## config.mk

```make
export PLATFORM = sky130hd
export DESIGN_NAME = apb_master_bridge
export DESIGN_NICKNAME = d
export VERILOG_FILES = /design/src/rtl/apb_master_bridge.sv
export SDC_FILE = /design/constraint.sdc
export NUM_CORES = 1
export LEC_CHECK = 0
export CAP_MARGIN = 20
export CORE_UTILIZATION = 47
export CTS_BUF_LIST = sky130_fd_sc_hd__clkbuf_2 sky130_fd_sc_hd__clkbuf_4 sky130_fd_sc_hd__clkbuf_8
export DETAILED_ROUTE_END_ITERATION = 8
export PLACE_DENSITY = 0.83
export SLEW_MARGIN = 15
export SYNTH_ARGS = -nofsm -noshare
export SYNTH_HDL_FRONTEND = slang
export SYNTH_SLANG_ARGS = --single-unit
```

## constraint.sdc

```tcl
create_clock -name clk_i -period 7.4 [get_ports clk_i]
set_clock_uncertainty 0.1 [all_clocks]
set_input_delay 1.48 -clock clk_i [delete_from_list [all_inputs] [get_ports clk_i]]
set_output_delay 1.48 -clock clk_i [all_outputs]
set_load 0.02 [all_outputs]
```

## src/rtl/apb_master_bridge.sv

```systemverilog
`default_nettype none
// ============================================================================
//  Module      : apb_master_bridge
//  Description : APB requester. Turns a single-entry valid/ready command into
//                an APB SETUP/ACCESS transfer and returns read data or a
//                timeout status on a one-cycle response strobe.
//  Revision    : 1.0  initial release
// ============================================================================
module apb_master_bridge #(
  parameter int ADDR_W  = 10,
  parameter int DATA_W  = 32,
  parameter int TIMEOUT = 16   // ACCESS cycles with pready low before abort, 1..255
) (
  input  logic              clk_i,
  input  logic              reset_i,
  // command port
  input  logic              cmd_valid_i,
  output logic              cmd_ready_o,
  input  logic              cmd_write_i,
  input  logic [ADDR_W-1:0] cmd_addr_i,
  input  logic [DATA_W-1:0] cmd_wdata_i,
  // response port
  output logic              rsp_valid_o,
  output logic [DATA_W-1:0] rsp_rdata_o,
  output logic              rsp_timeout_o,
  // APB requester side
  output logic              psel_o,
  output logic              penable_o,
  output logic [ADDR_W-1:0] paddr_o,
  output logic              pwrite_o,
  output logic [DATA_W-1:0] pwdata_o,
  input  logic              pready_i,
  input  logic [DATA_W-1:0] prdata_i
);

  // Last wait-count value before the abort fires; the counter is 8 bits wide
  // so TIMEOUT is limited to 255.
  localparam logic [7:0] c_WAIT_LAST = 8'(TIMEOUT - 1);

  typedef enum logic [1:0] {
    ST_IDLE   = 2'd0,
    ST_SETUP  = 2'd1,
    ST_ACCESS = 2'd2
  } state_t;

  state_t              state_q,       state_d;
  logic                psel_q,        psel_d;
  logic                penable_q,     penable_d;
  logic [ADDR_W-1:0]   paddr_q,       paddr_d;
  logic                pwrite_q,      pwrite_d;
  logic [DATA_W-1:0]   pwdata_q,      pwdata_d;
  logic                rsp_valid_q,   rsp_valid_d;
  logic [DATA_W-1:0]   rsp_rdata_q,   rsp_rdata_d;
  logic                rsp_timeout_q, rsp_timeout_d;
  logic [7:0]          wait_q,        wait_d;

  // State and registered outputs; reset aborts any transfer without a response.
  always_ff @(posedge clk_i or posedge reset_i) begin
    if (reset_i) begin
      state_q       <= ST_IDLE;
      psel_q        <= 1'b0;
      penable_q     <= 1'b0;
      paddr_q       <= '0;
      pwrite_q      <= 1'b0;
      pwdata_q      <= '0;
      rsp_valid_q   <= 1'b0;
      rsp_rdata_q   <= '0;
      rsp_timeout_q <= 1'b0;
      wait_q        <= 8'd0;
    end else begin
      state_q       <= state_d;
      psel_q        <= psel_d;
      penable_q     <= penable_d;
      paddr_q       <= paddr_d;
      pwrite_q      <= pwrite_d;
      pwdata_q      <= pwdata_d;
      rsp_valid_q   <= rsp_valid_d;
      rsp_rdata_q   <= rsp_rdata_d;
      rsp_timeout_q <= rsp_timeout_d;
      wait_q        <= wait_d;
    end
  end

  // Next-state and next-output decode; everything holds unless a transition
  // says otherwise, and the response strobe defaults low so it is one cycle.
  always_comb begin
    state_d       = state_q;
    psel_d        = psel_q;
    penable_d     = penable_q;
    paddr_d       = paddr_q;
    pwrite_d      = pwrite_q;
    pwdata_d      = pwdata_q;
    rsp_valid_d   = 1'b0;
    rsp_rdata_d   = rsp_rdata_q;
    rsp_timeout_d = rsp_timeout_q;
    wait_d        = wait_q;

    unique case (state_q)
      ST_IDLE: begin
        if (cmd_valid_i) begin
          state_d  = ST_SETUP;
          psel_d   = 1'b1;
          paddr_d  = cmd_addr_i;
          pwrite_d = cmd_write_i;
          pwdata_d = cmd_wdata_i;
        end
      end

      ST_SETUP: begin
        state_d   = ST_ACCESS;
        penable_d = 1'b1;
        wait_d    = 8'd0;
      end

      ST_ACCESS: begin
        if (pready_i) begin
          // pready wins even in the last allowed cycle
          state_d       = ST_IDLE;
          psel_d        = 1'b0;
          penable_d     = 1'b0;
          rsp_valid_d   = 1'b1;
          rsp_rdata_d   = pwrite_q ? '0 : prdata_i;
          rsp_timeout_d = 1'b0;
        end else if (wait_q == c_WAIT_LAST) begin
          state_d       = ST_IDLE;
          psel_d        = 1'b0;
          penable_d     = 1'b0;
          rsp_valid_d   = 1'b1;
          rsp_rdata_d   = '0;
          rsp_timeout_d = 1'b1;
        end else begin
          wait_d = wait_q + 8'd1;
        end
      end

      default: begin
        state_d   = ST_IDLE;
        psel_d    = 1'b0;
        penable_d = 1'b0;
      end
    endcase
  end

  assign cmd_ready_o   = (state_q == ST_IDLE);
  assign rsp_valid_o   = rsp_valid_q;
  assign rsp_rdata_o   = rsp_rdata_q;
  assign rsp_timeout_o = rsp_timeout_q;
  assign psel_o        = psel_q;
  assign penable_o     = penable_q;
  assign paddr_o       = paddr_q;
  assign pwrite_o      = pwrite_q;
  assign pwdata_o      = pwdata_q;

endmodule
`default_nettype wire

```

### Word level (Yosys, flattened, before mapping)

Index checks and enable logic that the tools add are counted.

* memories kept: 0
* output and inout port bits: 80
* register bits after elaboration: 89
* bits in latches: 0
* memory bits (writable): 0
* memory bits (read-only): 0

* equal/unequal tests: 7
* reductions and logical operators: 9
* multiplexer cells: 20
* magnitude comparators: 0
* add/subtract/negate cells: 1
* div/mod/pow operators: 0
* $mul: 0
* bitwise operators: 2
* shifts and indexed selects: 0

Operators with widths (number)
* $mux W32: 3
* $mux W8: 2
* $pmux W8 S2: 1
* $add A8 B1 Y8 const B: 1
* $eq A8 B4 Y1 const B: 1
* $mux W1: 8
* $reduce_and A2 Y1: 4
* $mux W2: 3
* $ne A2 B2 Y1 const B: 3
* $pmux W1 S3: 2
* $pmux W2 S3: 1
* $reduce_and A3 Y1: 2
* $reduce_bool A2 Y1: 2
* $ne A3 B3 Y1 const B: 1
* $eq A2 B1 Y1 const B: 1
* $eq A2 B2 Y1 const B: 1
* $logic_not A2 Y1: 1
* $not A1 Y1: 2

### Logic depth before layout (Yosys ltp)

Gate-level depths: netlist of run 1.

* depth after elaboration: 4
* mapped depth: 7

### Worst setup path after synthesis of run 1

Ideal clock, no wire load.

* path type: input port to flip-flop
* from: input port cmd_valid_i
* to: register paddr_q[0] (netlist: paddr_o[0])
* buffers on the path: 2
* library setup time: 0.125 ns
* cell stages on the path: 4
* slack: 4.916 ns
* arrival: 2.259 ns
* cell sequence: and2_1 buf_2 buf_4 mux2_2

* word-level cells in the longest chain between the ends: 1

Ends and longest elaborated chain
* from (decl): RTL line 17 `input logic cmd_valid_i,`
* $reduce_and A2 Y1 (no source line)
* to (signal assigned): RTL line 74 `paddr_q <= paddr_d;`
* to (decl): RTL line 49 `logic [ADDR_W-1:0] paddr_q, paddr_d;`

No other way between the ends.
A chain may end at the register's enable or synchronous reset.

### Worst setup path in the final report of run 1

* from: register state_q[1]
* to: output port cmd_ready_o

* word-level cells in the longest chain between the ends: 1

Ends and longest elaborated chain
* from (decl): RTL line 46 `state_t state_q, state_d;`
* from (signal assigned): RTL line 71 `state_q <= state_d;`
* $logic_not A2 Y1: RTL line 144 `assign cmd_ready_o = (state_q == ST_IDLE);`
* to (decl): RTL line 18 `output logic cmd_ready_o,`

No other way between the ends.

==> results of run 1 <==
[final timing paths]
path | startpoint | end | slack (ps) | cells past startpoint
worst min register to register | rsp_rdata_o[19] | rsp_rdata_o[19] | 400 | 2
worst max-delay path | state_q[1] | cmd_ready_o | 4140 | 2
worst max register to register | state_q[0] | wait_q[5] | 5150 | 4
max in group asynchronous | reset_i | rsp_rdata_o[18] | 4690 | 3
min in group asynchronous | reset_i | pwdata_o[3] | 1390 | 2
worst min-delay path | rsp_rdata_o[19] | rsp_rdata_o[19] | 400 | 2
[metrics by stage]
stage          instance area [um^2]   util  power [mW]
2_1_floorplan                  3750      -        1.48
3_3_place_gp                   5310  0.687        2.02
3_5_place_dp                   5320  0.688        2.06
4_1_cts                        5540  0.717        2.43
5_1_grt                        5540  0.717        2.55
6_report                       5540  0.717        2.40
[Yosys cell counts (all sizes together)]
library cell / n
nor2b: 1
a2bb2oi: 1
or3: 1
a211oi: 1
a22o: 1
nand2b: 2
inv: 3
and2: 1
ha: 1
a211o: 1
nand2: 42
a32o: 2
and3: 1
and4b: 1
clkbuf: 12
nand3: 7
mux2: 43
nor2: 5
o21ai: 34
dfrtp: 89
nand4: 3
nor3: 1
o211ai: 1
o31ai: 33
mux2i: 2
buf: 15
a21oi: 2
nor4: 1
and4: 1
[sequential cells by signal, summed over array words and instances, names as in the netlist]
signal	cells
state_q	2
penable_o	1
rsp_rdata_o	32
psel_o	1
wait_q	8
pwrite_o	1
pwdata_o	32
paddr_o	10
rsp_timeout_o	1
rsp_valid_o	1
[per-layer routing]
metal / vias to the layer above / share of wire / GRT usage
li1: 1387 / - / -
met1: 1383 / 0.44 / 0.300
met3: 13 / 0.075 / 0.0678
met5: - / 0 / 0
met4: 0 / 0.016 / 0.0767
met2: 121 / 0.47 / 0.358
[cell families (layout without fill, tap and decap cells)]
logic type | after synthesis | in the layout | share of synthesized area
AOI/OAI and AO/OA | 76 | 76 | 0.132
and+or+nand+nor | 67 | 67 | 0.0855
muxes | 45 | 45 | 0.135
buffers and inverters | 30 | 180 | 0.0511
DFF | 89 | 89 | 0.594
adders and majority gates | 1 | 1 | 0.00334
[layout make-up]
type | instances | share of cell area
flip-flops and latches | 89 | 0.402
repair buffers | 161 | 0.291
multi-input cells | 189 | 0.242
clock buffers | 10 | 0.0237
well taps | 102 | 0.0230
clock inverters | 6 | 0.0165
inverters | 3 | 0.00226
[worst max-delay path, cell delays in order, from the launching register on]
cell	delay, ps
dfrtp_1	500
nor2_1	190
clkdlybuf4s50_1	650
[power by group]
part | internal (mW) | switching, mW | total, mW
combinational | 0.598 | 0.595 | 1.19
sequential | 0.713 | 0.129 | 0.842
clock | 0.196 | 0.172 | 0.367
[layout by cell type (no fill, tap or decap), types with 3 or more instances in the layout]
cell type and instances:
mux2_2 43, clkdlybuf4s50_1 158, o21ai_1 13, nand3_1 7, nand2_1 42, o21ai_0 21, o31ai_1 33, dfrtp_1 89
nor2_1 5, nand4_1 3, clkbuf_8 9
==> reports/results.ini, run 1 <==
[floorplan]
fp.dieW_um=91.3
dieArea_mm2=0.00834
fp-row-count=32
dieHeight_um=91.3
start_util=0.485
io-pin-count=159
coreArea_mm2=0.00773

[clock_tree]
clkLatencyLatePin_ps=350
cts_hold_buf=0
ctsResizeCount=0
cts_tree=built
cts_htree_levels=3
cts_setup_buffers=0
cts.sinks=89
clockBufferDepth=2
cts.clk_slew.worst_paths_ps=90
cts_root_buf=clkbuf_8
cts_buffers=9

[placement]
post-place-cells=544
place_ws_ps=3880
place_congestion=0.824
place.port_buffers=158
place_hpwl_um=6310

[timing]
max_freq_mhz=307
relSlewSlack=0.317
setup_viol=0
fin_tns_setup_ps=0
fin_crit_ps=3260
slew_viol_final=0
tightest_slew_ps=1020
holdWs_ps=396
finalCritPeriodShare=0.441
setup_ws_ps=4140
hold_viol_final=0
rsz0062_at_grt=no

[finish]
drive_gt1_frac=0.148
multi_input_area_mm2=0.00134
regArea_mm2=0.00223
diodes=0
final_cells=560
synthToLayoutAreaGrowth_pct=47.9
fill_cells=517
nNetsFinal=533

[drt]
viasPerCell=5.19
drt_iter0_drc=150
drt_pass1_iterations=6
ant_nets=0
avgRoutedWirePerCell_um=16.1
vias=2904
drc=0
wl_um=9000

[setup_path]
start_kind=flop
critPathRequiredTime_ps=5820
cp.arrival_ps=1680
endpoint_kind=primary output
crit_type=reg -> out
cp_max_fo=9

[global_route]
grt-ovfl-total=0
antenna_found_initial=0
grt_pass1_vias=2784
grt_max_degree=69
track_usage=0.227
grt_pass1_wl_um=14600

[job]
cap_violations=0

[synthesis]
synth_area_leader_cell=dfrtp_1
yosys_warnings=0
synth_cells=308
synth_area_leaders=dfrtp_1 (59%), mux2_2 (13%), o31ai_1 (6.6%), nand2_1 (4.2%), o21ai_0 (2.8%)
netlist_area_mm2=0.00375
synth_top_area_frac=0.594
syn-mean-instance-area_um2=12.2
synth.distinct_cells=36
ys_ff_latch=89
syn-num-nets=388
synth_seq_area_share=0.594

[hold_path]
min_path_type=reg -> reg

[power]
p_leak_nw=2.29
power.density_mw_per_mm2=433
vdd_drop_max_mv=0.199

[outcome]
status=complete, no violations

Note: power is estimated with default switching activity, not from simulation.
==> run 2, diff against run 1 <==
--- a/config.mk
+++ b/config.mk
@@ -6,10 +6,10 @@
 export NUM_CORES = 1
 export LEC_CHECK = 0
 export CAP_MARGIN = 20
-export CORE_UTILIZATION = 47
+export CORE_UTILIZATION = 44
 export CTS_BUF_LIST = sky130_fd_sc_hd__clkbuf_2 sky130_fd_sc_hd__clkbuf_4 sky130_fd_sc_hd__clkbuf_8
 export DETAILED_ROUTE_END_ITERATION = 8
-export PLACE_DENSITY = 0.83
+export PLACE_DENSITY = 0.79
 export SLEW_MARGIN = 15
 export SYNTH_ARGS = -nofsm -noshare
 export SYNTH_HDL_FRONTEND = slang
==> constraint.sdc (replaced) <==
create_clock -name clk_i -period 3.3 [get_ports clk_i]
set_clock_uncertainty 0.1 [all_clocks]
set_input_delay 0.66 -clock clk_i [delete_from_list [all_inputs] [get_ports clk_i]]
set_output_delay 0.66 -clock clk_i [all_outputs]
set_load 0.02 [all_outputs]
==> run 2 against run 1 <==
Effect of this change: combinational power rose by 120%; final area about the same; clock power up 92%; hold slack improved by 6.7 ps; count of clock-buffer cells in the layout is 1 higher; via count about the same; non-clock buffer count increased by 1; sequential power rose by 130%; largest power group unchanged; highest routed layer unchanged.
==> reports/results.ini, run 2 (synthesis gave the netlist of run 1 again) <==
[floorplan]
fp.dieW_um=94.3  ; +3.3%
fp-row-count=33  ; +3.1%
dieHeight_um=94.3  ; +3.3%
start_util=0.456  ; -0.0289
coreArea_mm2=0.00822  ; +6.3%
dieArea_mm2=0.00889  ; +6.7%
io-pin-count=159  ; unchanged

[timing]
hold_viol_final=0  ; unchanged
slew_viol_final=0  ; unchanged
setup_viol=0  ; unchanged
max_freq_mhz=412
rsz0062_at_grt=no
fin_tns_setup_ps=0  ; unchanged
holdWs_ps=403  ; +6.73 ps
fin_crit_ps=2420
relSlewSlack=0.580  ; +0.263
tightest_slew_ps=627  ; -398 ps
finalCritPeriodShare=0.735

[clock_tree]
cts.sinks=89  ; unchanged
clockBufferDepth=2  ; unchanged
cts_buffers=9  ; unchanged
cts_htree_levels=3  ; unchanged
ctsResizeCount=0  ; unchanged
cts_tree=built
cts_setup_buffers=0  ; unchanged
clkLatencyLatePin_ps=360  ; about the same
cts.clk_slew.worst_paths_ps=90  ; about the same
cts_hold_buf=0  ; unchanged
cts_root_buf=clkbuf_8

[finish]
final_common_cell=clkdlybuf4s50_1
drive_gt1_frac=0.150  ; +0.00186
final_cells=564  ; +0.71%
diodes=0  ; unchanged
nNetsFinal=534  ; +0.19%
final_cell_mix=clkdlybuf4s50_1 (158), dfrtp_1 (89), mux2_2 (43), nand2_1 (42), o31ai_1 (33)
synthToLayoutAreaGrowth_pct=47.8  ; about the same
fill_cells=613  ; +19%
utilization=0.674  ; -0.0430

[setup_path]
r2r_start=state_q[0]
reg2reg_depth=4  ; unchanged
endpoint_kind=primary output
reg2reg_slack_ps=1090  ; -4060 ps
start_kind=flop
critPathRequiredTime_ps=2540  ; -3280 ps
r2r-end=wait_q[5]
cp.arrival_ps=1660  ; -20 ps
crit_type=reg -> out
cp_max_fo=9  ; unchanged

[drt]
drc=0  ; unchanged
viasPerCell=5.15  ; -0.74%
ant_nets=0  ; unchanged
avgRoutedWirePerCell_um=15.2  ; -5.3%
vias=2903  ; -0.034%
drt_pass1_iterations=4  ; -2
wl_um=8590  ; -4.6%
drt_iter0_drc=80  ; -47%

[power]
power_switching_share=0.381  ; +0.00829
intPower_mw=3.26  ; +120%
p_leak_nw=2.27  ; -0.63%
pwr-share-seq=0.362  ; +0.011
p_clk_frac=0.134  ; -0.019
power.density_mw_per_mm2=950  ; +120%
switching_power_mw=2.01  ; +120%
vdd_drop_max_mv=0.475  ; +140%
power.total_mw=5.26  ; +120%
p_comb_frac=0.505  ; +0.009

[placement]
place_hpwl_um=6000  ; -4.9%
post-place-cells=548  ; +0.74%
place.port_buffers=158  ; unchanged
place_congestion=0.807  ; -2.1%

[global_route]
track_usage=0.198  ; -0.0289
grt_max_degree=69  ; unchanged
grt_pass1_vias=2741  ; -1.5%
grt-ovfl-total=0  ; unchanged
grt_pass1_wl_um=13500  ; -7.6%
antenna_found_initial=0  ; unchanged

[hold_path]
hold-path-endpoint=rsp_rdata_o[14]
min_from=rsp_rdata_o[14]
min_path_cells=2  ; unchanged
min_path_type=reg -> reg

[outcome]
status=complete, no violations

[job]
cap_violations=0  ; unchanged

==> run 2: cell count changes in the layout (fill, tap and decap cells not counted), sizes merged <==
cell	delta
bufinv	-2
clkinvlp	+3
buf	+1
inv	-1
clkbuf	+1
clkinv	-1
==> run 2: worst max path at each step <==
stage	start	slack (ps)	end	cells after the start
floorplan	reset_i	230	paddr_o[0]	1
global placement	pready_i	910	rsp_timeout_o	5
detailed placement	pready_i	870	rsp_timeout_o	5
CTS	state_q[0]	860	cmd_ready_o	2
global route	state_q[0]	780	cmd_ready_o	2
finish	state_q[1]	880	cmd_ready_o	2
==> run 2: per-stage QoR <==
step	setup WS [ps]	area, um^2
finish	875	5540
global route	783	5540
CTS	860	5540
detailed placement	874	5350
global placement	912	5350
floorplan	233	3750
==> run 2: worst max-delay path: stages, from the launching register on <==
cell and delay (ps):
dfrtp_1 500, nor2_1 180, clkdlybuf4s50_1 630
==> run 2: metal layers <==
layer,track usage,wire length (um)
met5,0,0
met4,0.0731,127
met3,0.0469,624
met2,0.315,4010
met1,0.263,3820
==> run 2: cell type report <==
cell class                      instances  area (um^2)  area share
Multi-Input combinational cell        189         1340       0.242
Clock inverter                          5         40.0     0.00723
Tap cell                              105          131      0.0237
Sequential cell                        89         2230       0.402
Timing Repair Buffer                  162         1640       0.295
Clock buffer                           11          151      0.0273
Inverter                                3         12.5     0.00226
==> run 2: power groups by stage <==
stage / Combinational, mW / Clock, mW / Sequential [mW]
after floorplan: 0.849 / 0 / 2.48
after global placement: 2.63 / 0 / 1.90
after detailed placement: 2.68 / 0 / 1.92
after CTS: 2.68 / 0.720 / 1.91
after global routing: 2.83 / 0.773 / 1.97
final: 2.65 / 0.704 / 1.90
